==> config.mk <==
export PLATFORM = sky130hd
export DESIGN_NAME = rp_acq_trig_ctrl
export DESIGN_NICKNAME = d
export VERILOG_FILES = /design/src/rtl/rp_trig_pkg.sv /design/src/rtl/rp_trig_src_mux.sv /design/src/rtl/rp_acq_trig_ctrl.sv
export SDC_FILE = /design/constraint.sdc
export NUM_CORES = 1
export LEC_CHECK = 0
export CORE_ASPECT_RATIO = 1.25
export CORE_MARGIN = 5
export CORE_UTILIZATION = 30
export DETAILED_ROUTE_END_ITERATION = 8
export GPL_TIMING_DRIVEN = 0
export HOLD_SLACK_MARGIN = 0.08
export MAX_ROUTING_LAYER = met4
export PLACE_DENSITY_LB_ADDON = 0.15
export REMOVE_ABC_BUFFERS = 1
export SETUP_SLACK_MARGIN = 0.4
export SKIP_LAST_GASP = 1
export SYNTH_ARGS = -nofsm -noshare
export SYNTH_HDL_FRONTEND = slang
export SYNTH_SLANG_ARGS = --single-unit
==> constraint.sdc <==
create_clock -name adc_clk_i -period 6 [get_ports adc_clk_i]
set_clock_uncertainty 0.2 [all_clocks]
set_input_delay 0.6 -clock adc_clk_i [delete_from_list [all_inputs] [get_ports adc_clk_i]]
set_output_delay 0.6 -clock adc_clk_i [all_outputs]
set_load 0.05 [all_outputs]
==> src/rtl/rp_trig_pkg.sv <==
// Shared definitions for the acquisition trigger sequencer: state encoding,
// trigger source select codes and default widths.
package rp_trig_pkg;

  typedef enum logic [2:0] {
    ST_IDLE  = 3'd0,
    ST_PRE   = 3'd1,
    ST_ARMED = 3'd2,
    ST_POST  = 3'd3,
    ST_DONE  = 3'd4
  } state_t;

  localparam logic [2:0] SRC_OFF   = 3'd0;
  localparam logic [2:0] SRC_SW    = 3'd1;
  localparam logic [2:0] SRC_LVL_P = 3'd2;
  localparam logic [2:0] SRC_LVL_N = 3'd3;
  localparam logic [2:0] SRC_EXT_P = 3'd4;
  localparam logic [2:0] SRC_EXT_N = 3'd5;
  localparam logic [2:0] SRC_ASG_P = 3'd6;
  localparam logic [2:0] SRC_ASG_N = 3'd7;

  localparam int unsigned CW_DEF = 32;
  localparam int unsigned AW_DEF = 14;

endpackage

==> src/rtl/rp_trig_src_mux.sv <==
// Registered 8:1 trigger event selector. The event and the source code that
// produced it are registered together, so a change of src_sel_i can never
// pair an old event with a new code or create a spurious pulse.
module rp_trig_src_mux
  import rp_trig_pkg::*;
(
  input  logic       clk_i,
  input  logic       rstn_i,
  input  logic       ext_trig_p_i,
  input  logic       ext_trig_n_i,
  input  logic       asg_trig_p_i,
  input  logic       asg_trig_n_i,
  input  logic       lvl_trig_p_i,
  input  logic       lvl_trig_n_i,
  input  logic       sw_trig_i,
  input  logic [2:0] src_sel_i,
  output logic       evt_o,
  output logic [2:0] evt_src_o
);

  logic       w_evt;
  logic       r_evt;
  logic [2:0] r_src;

  // Pick the event of the currently selected source; code 0 never fires.
  always_comb begin
    w_evt = 1'b0;
    case (src_sel_i)
      SRC_SW:    w_evt = sw_trig_i;
      SRC_LVL_P: w_evt = lvl_trig_p_i;
      SRC_LVL_N: w_evt = lvl_trig_n_i;
      SRC_EXT_P: w_evt = ext_trig_p_i;
      SRC_EXT_N: w_evt = ext_trig_n_i;
      SRC_ASG_P: w_evt = asg_trig_p_i;
      SRC_ASG_N: w_evt = asg_trig_n_i;
      default:   w_evt = 1'b0;
    endcase
  end

  // Register the selected event together with its source code.
  always_ff @(posedge clk_i or negedge rstn_i) begin
    if (!rstn_i) begin
      r_evt <= 1'b0;
      r_src <= SRC_OFF;
    end else begin
      r_evt <= w_evt;
      r_src <= src_sel_i;
    end
  end

  assign evt_o     = r_evt;
  assign evt_src_o = r_src;

endmodule

==> src/rtl/rp_acq_trig_ctrl.sv <==
// Acquisition trigger sequencer: IDLE -> PRE -> ARMED -> POST -> DONE with
// optional auto re-arm after a hold-off. One down-counter is shared by the
// pre-trigger, post-trigger and hold-off phases; a free-running address
// counter advances on every buffer write.
module rp_acq_trig_ctrl
  import rp_trig_pkg::*;
#(
  parameter int unsigned CW = CW_DEF,
  parameter int unsigned AW = AW_DEF
) (
  input  logic          adc_clk_i,
  input  logic          adc_rstn_i,
  input  logic          ext_trig_p_i,
  input  logic          ext_trig_n_i,
  input  logic          asg_trig_p_i,
  input  logic          asg_trig_n_i,
  input  logic          lvl_trig_p_i,
  input  logic          lvl_trig_n_i,
  input  logic          sw_trig_i,
  input  logic [2:0]    src_sel_i,
  input  logic          arm_i,
  input  logic          abort_i,
  input  logic          auto_i,
  input  logic [CW-1:0] pre_len_i,
  input  logic [CW-1:0] post_len_i,
  input  logic [CW-1:0] holdoff_i,
  output logic          wr_en_o,
  output logic [AW-1:0] wr_addr_o,
  output logic          trig_o,
  output logic [AW-1:0] trig_addr_o,
  output logic [2:0]    trig_src_o,
  output logic [2:0]    state_o,
  output logic          done_o
);

  state_t        r_state;
  state_t        w_next;
  logic [CW-1:0] r_cnt;
  logic [AW-1:0] r_addr;
  logic [AW-1:0] r_trig_addr;
  logic [2:0]    r_trig_src;
  logic          w_evt;
  logic [2:0]    w_evt_src;
  logic          w_start;
  logic          w_accept;
  logic          w_cnt_last;
  logic          w_wr_en;

  rp_trig_src_mux u_src_mux (
    .clk_i        (adc_clk_i),
    .rstn_i       (adc_rstn_i),
    .ext_trig_p_i (ext_trig_p_i),
    .ext_trig_n_i (ext_trig_n_i),
    .asg_trig_p_i (asg_trig_p_i),
    .asg_trig_n_i (asg_trig_n_i),
    .lvl_trig_p_i (lvl_trig_p_i),
    .lvl_trig_n_i (lvl_trig_n_i),
    .sw_trig_i    (sw_trig_i),
    .src_sel_i    (src_sel_i),
    .evt_o        (w_evt),
    .evt_src_o    (w_evt_src)
  );

  // Counter at 0 or 1 means the current phase ends this cycle; hold-off 0 and
  // 1 both give a single DONE cycle.
  assign w_cnt_last = (r_cnt <= CW'(1));
  // A new acquisition starts on arm (IDLE/DONE) or when auto hold-off expires.
  assign w_start    = !abort_i &&
                      ((((r_state == ST_IDLE) || (r_state == ST_DONE)) && arm_i) ||
                       ((r_state == ST_DONE) && auto_i && w_cnt_last));
  assign w_accept   = !abort_i && (r_state == ST_ARMED) && w_evt;

  // State register.
  always_ff @(posedge adc_clk_i or negedge adc_rstn_i) begin
    if (!adc_rstn_i) r_state <= ST_IDLE;
    else             r_state <= w_next;
  end

  // Next-state logic; abort beats arm, arm beats trigger.
  always_comb begin
    w_next = r_state;
    if (abort_i) begin
      w_next = ST_IDLE;
    end else if (w_start) begin
      w_next = (pre_len_i == '0) ? ST_ARMED : ST_PRE;
    end else begin
      case (r_state)
        ST_PRE:   if (w_cnt_last) w_next = ST_ARMED;
        ST_ARMED: if (w_evt) w_next = (post_len_i == '0) ? ST_DONE : ST_POST;
        ST_POST:  if (w_cnt_last) w_next = ST_DONE;
        default:  w_next = r_state;
      endcase
    end
  end

  // Outputs decoded from state; abort gates the write in its own cycle.
  always_comb begin
    w_wr_en = !abort_i &&
              ((r_state == ST_PRE) || (r_state == ST_ARMED) || (r_state == ST_POST));
    trig_o  = w_accept;
    done_o  = (r_state == ST_DONE);
  end

  // Shared phase counter: loaded with the length of each phase on its entry.
  always_ff @(posedge adc_clk_i or negedge adc_rstn_i) begin
    if (!adc_rstn_i) begin
      r_cnt <= '0;
    end else if (abort_i) begin
      r_cnt <= '0;
    end else if (w_start) begin
      r_cnt <= pre_len_i;
    end else if (w_accept && (post_len_i != '0)) begin
      r_cnt <= post_len_i;
    end else if ((w_next == ST_DONE) && (r_state != ST_DONE)) begin
      r_cnt <= holdoff_i;
    end else if ((r_state == ST_PRE) || (r_state == ST_POST)) begin
      r_cnt <= r_cnt - CW'(1);
    end else if ((r_state == ST_DONE) && auto_i && !w_cnt_last) begin
      r_cnt <= r_cnt - CW'(1);
    end
  end

  // Write address and trigger capture; both cleared when an acquisition starts.
  always_ff @(posedge adc_clk_i or negedge adc_rstn_i) begin
    if (!adc_rstn_i) begin
      r_addr      <= '0;
      r_trig_addr <= '0;
      r_trig_src  <= SRC_OFF;
    end else if (w_start) begin
      r_addr      <= '0;
      r_trig_addr <= '0;
      r_trig_src  <= SRC_OFF;
    end else begin
      if (w_wr_en) r_addr <= r_addr + AW'(1);
      if (w_accept) begin
        r_trig_addr <= r_addr;
        r_trig_src  <= w_evt_src;
      end
    end
  end

  assign wr_en_o     = w_wr_en;
  assign wr_addr_o   = r_addr;
  assign trig_addr_o = r_trig_addr;
  assign trig_src_o  = r_trig_src;
  assign state_o     = r_state;

endmodule

==> impl_summary.md <==
Setup path
The worst setup path is of the in -> reg kind. The endpoint kind of the worst setup timing path is a flip-flop. The standard cell with the maximum stage delay on the critical path is o21ai_2. The data required time at the worst endpoint is ~6000 ps. The type of element launching the critical path is a primary input. The data arrival time at the worst-slack endpoint is 5490 ps. Of all nets on the critical path, the largest fanout is 24. Traced cell by cell, the critical path runs through clkdlybuf4s50_1, nor4_1, nand4_1, o21ai_2, o31ai_1, or3_1, o221ai_4, nand2b_1, o221a_2. The delay contributed by the slowest stage of the critical path is 930 ps.

Floorplan
The full die area is around 19000 sq um. Pin placement for this block handled about 150 I/O pins. The die width is 123 um. The initial utilization of the core area, before any placement, comes to 0.307.

In this run the core area contains 51 standard-cell rows. From bottom edge to top edge, the die measures 152 um. The core footprint is 15700 sq um.

Layout
The fill cell total of the finished layout is 1659. The final instance count without filler cells is roughly 940. Measured on the finished design, the core utilization comes to 0.437.

0 antenna diodes ended up in the layout. In the final layout, the share of cells above drive strength 1 is 0.0758. The layout overhead on the synthesized area is 42.3%.

The number of nets in the layout is 835.

Logic synthesis
The async set or reset register ratio after synthesis is 1.00. For this run, the number of Yosys warnings is 0. The number of flip-flops and latches in the synthesized netlist is 70. The post-synthesis cell count is 590. The count of flip-flops with a built-in enable after synthesis is 0. The number of distinct library cell variants in the gate-level netlist after synthesis is 58. For this run, the leading register cell type out of synthesis is dfrtp_1.

The proportion of synthesized chip area in sequential cells is 0.364. After synthesis the cells add up to 4820 sq um. The average size of a mapped cell is 8.16 sq um.

Outcome
The run finished with clean final reports.

Timing
In this run the tightest slew margin relative to its limit is 0.0348. Counting I/O delays and the setup requirement, the final critical path takes 5460 ps. The final critical-path share of the clock period is 0.910.

Derived from the worst setup path, the maximum achievable clock frequency is ~180 MHz. Setup violations remaining at the end of the flow were counted as 0. Setup total negative slack on the finished layout was measured at 0 ps. The number of hold-slack violations in the final timing report is 0.

The count of pins over their slew limit is 0. The actual transition at the worst max-transition pin is 1450 ps. Setup slack closes at about 540 ps. Setup repair after global routing could not meet its margin everywhere.

Drt
After detailed routing, the total wire length is ~18 mm. In the routed design, unresolved DRC markers number 0. The first routing iteration left 362 violations.

The via-per-instance ratio is ~5.5. The via count is 5182. In this run the remaining antenna-violating nets after routing total 0. After detailed routing, the average wire length per cell comes to between 15 and 20 um. The total iterations of the first detailed-routing run is 5.

Placed design
At the placement stage, the worst setup path has a slack of -699 ps. Detailed placement ended at an HPWL of roughly 13 mm. The cell total after placement is 918.

At the end of routability-driven placement, the weighted congestion stood at 0.878. The count of buffers from port buffering is 147.

CTS
The number of clock buffers inserted by TritonCTS is 9. The TritonCTS clock tree is built. The tree built by TritonCTS fans out to 70 sinks. The clock-pin transition on the worst setup and hold timing paths is 60 ps.

The tree is rooted in a clkbuf_16. The H-tree level count is 3. The longest clock path from root to sink contains 2 buffers.

The clock network latency to the later pin of the worst-skew pair is 340 ps.

Global route
The via count of the first global-routing pass is 5286. The leftover overflow at the end of global routing is 0. The overall fraction of global-route tracks in use is 0.200. The number of antenna violations at the first check in global routing is 0. Entering global routing, the biggest net connects 40 pins. The first global-routing pass estimated between 20 and 30 mm of wire.

Power
Total power for the finished layout comes to 1.59 mW. The power density over the cells is 232 nW/um^2. Summed over all cells, the static leakage comes to 2.62 nW. The maximum vdd ir drop is 0.000125 V.

Flow run
The number of violations of the max-capacitance limit is 0.

Worst hold path
The min-delay analysis places its worst path in the category reg -> reg.
## logic make-up after synthesis
family / synth area share
AO/OA/AOI/OAI: 0.235
XOR/XNOR: 0.0673
adder cells (fa/ha/maj): 0.00779
buffers and inverters: 0.0670
flip-flops: 0.364
multiplexers: 0.0192
AND/OR/NAND/NOR: 0.240
## metrics by stage
stage	cell area [sq um]	hold slack, ps
final	6850	302
after global placement	6380	293
after floorplan	4650	104
after detailed placement	6480	297
after global routing	6850	317
after CTS	6850	308
## power by group
group          leakage, nW  internal, mW  switching [mW]
combinational         1.53         0.206           0.214
sequential           0.938         0.512          0.0710
clock                0.152         0.365           0.220
total                 2.62          1.08           0.505
## per-layer routing
| layer | GRT usage | wire length [um] |
|---|---|---|
| met3 | 0.0301 | 1240 |
| met2 | 0.322 | 8710 |
| met5 | - | 0 |
| met1 | 0.250 | 7530 |
| met4 | 0.0820 | 561 |
## repair_timing
action / CTS / global route
cloned: 2 / 0
setup buffers: 1 / 0
pin swaps: 2 / 0
resized for setup: 3 / 1
hold buffers: 1 / 0
setup endpoints to repair: 32 / 3
hold endpoints to repair: 33 / 0
## cell usage after synthesis, types with 6 or more instances
library cell  number  area [sq um]
inv_1             38           143
nand4_1            6          37.5
xor2_1            14           123
nor3_1            11          55.1
a31oi_1           34           213
o21ai_0           67           335
mux2i_1            7          70.1
buf_2              8          40.0
dfrtp_1           70          1750
xnor2_1           23           201
a211oi_1          10          75.1
nor4_1            27           169
nand2_1           71           267
nand3_1           18          90.1
clkbuf_1          21          78.8
a21oi_1           36           180
nor2_1            39           146
or3_1             11          68.8
o221a_1            7          78.8
## state kept, by name, indices dropped and copies added, names as in the netlist
| register | count |
|---|---|
| r_cnt | 32 |
| u_src_mux.evt_src_o | 3 |
| state_o | 3 |
| u_src_mux.evt_o | 1 |
| trig_src_o | 3 |
| wr_addr_o | 14 |
| trig_addr_o | 14 |
## worst max-delay path: cells and delay by family
family                 cells  cell delay, ps
and+or+nand+nor            4            2130
AOI/OAI and AO/OA          4            2280
buffers and inverters      1             470
## cell type report
type / instances / area (sq um) / area share
clock buffers: 9 / 225 / 0.0329
clock inverters: 7 / 97.6 / 0.0142
inverters: 40 / 151 / 0.0221
multi-input cells: 446 / 2790 / 0.407
flip-flops and latches: 70 / 1750 / 0.256
well taps: 212 / 265 / 0.0387
repair buffers: 154 / 1570 / 0.229
## worst paths after layout
path / start / end / slack [ps] / cells after the start
worst max-delay path: post_len_i[1] / r_cnt[9] / 540 / 9
worst min-delay path: u_src_mux.evt_src_o[2] / trig_src_o[2] / 300 / 2
worst max register to register: state_o[2] / r_cnt[9] / 1000 / 9
worst min register to register: u_src_mux.evt_src_o[2] / trig_src_o[2] / 300 / 2
max in group asynchronous: adc_rstn_i / r_cnt[7] / 4440 / 3
min in group asynchronous: adc_rstn_i / trig_addr_o[6] / 580 / 2
## layout by cell type, fill, tap and decap left out, types with 23 or more instances in the layout
master / n
clkdlybuf4s50_1: 145
nand2_1: 71
dfrtp_1: 70
o21ai_0: 67
nor2_1: 38
inv_1: 38
a21oi_1: 36
a31oi_1: 34
nor4_1: 27
xnor2_1: 23
Note: power is estimated with default switching activity, not from simulation.
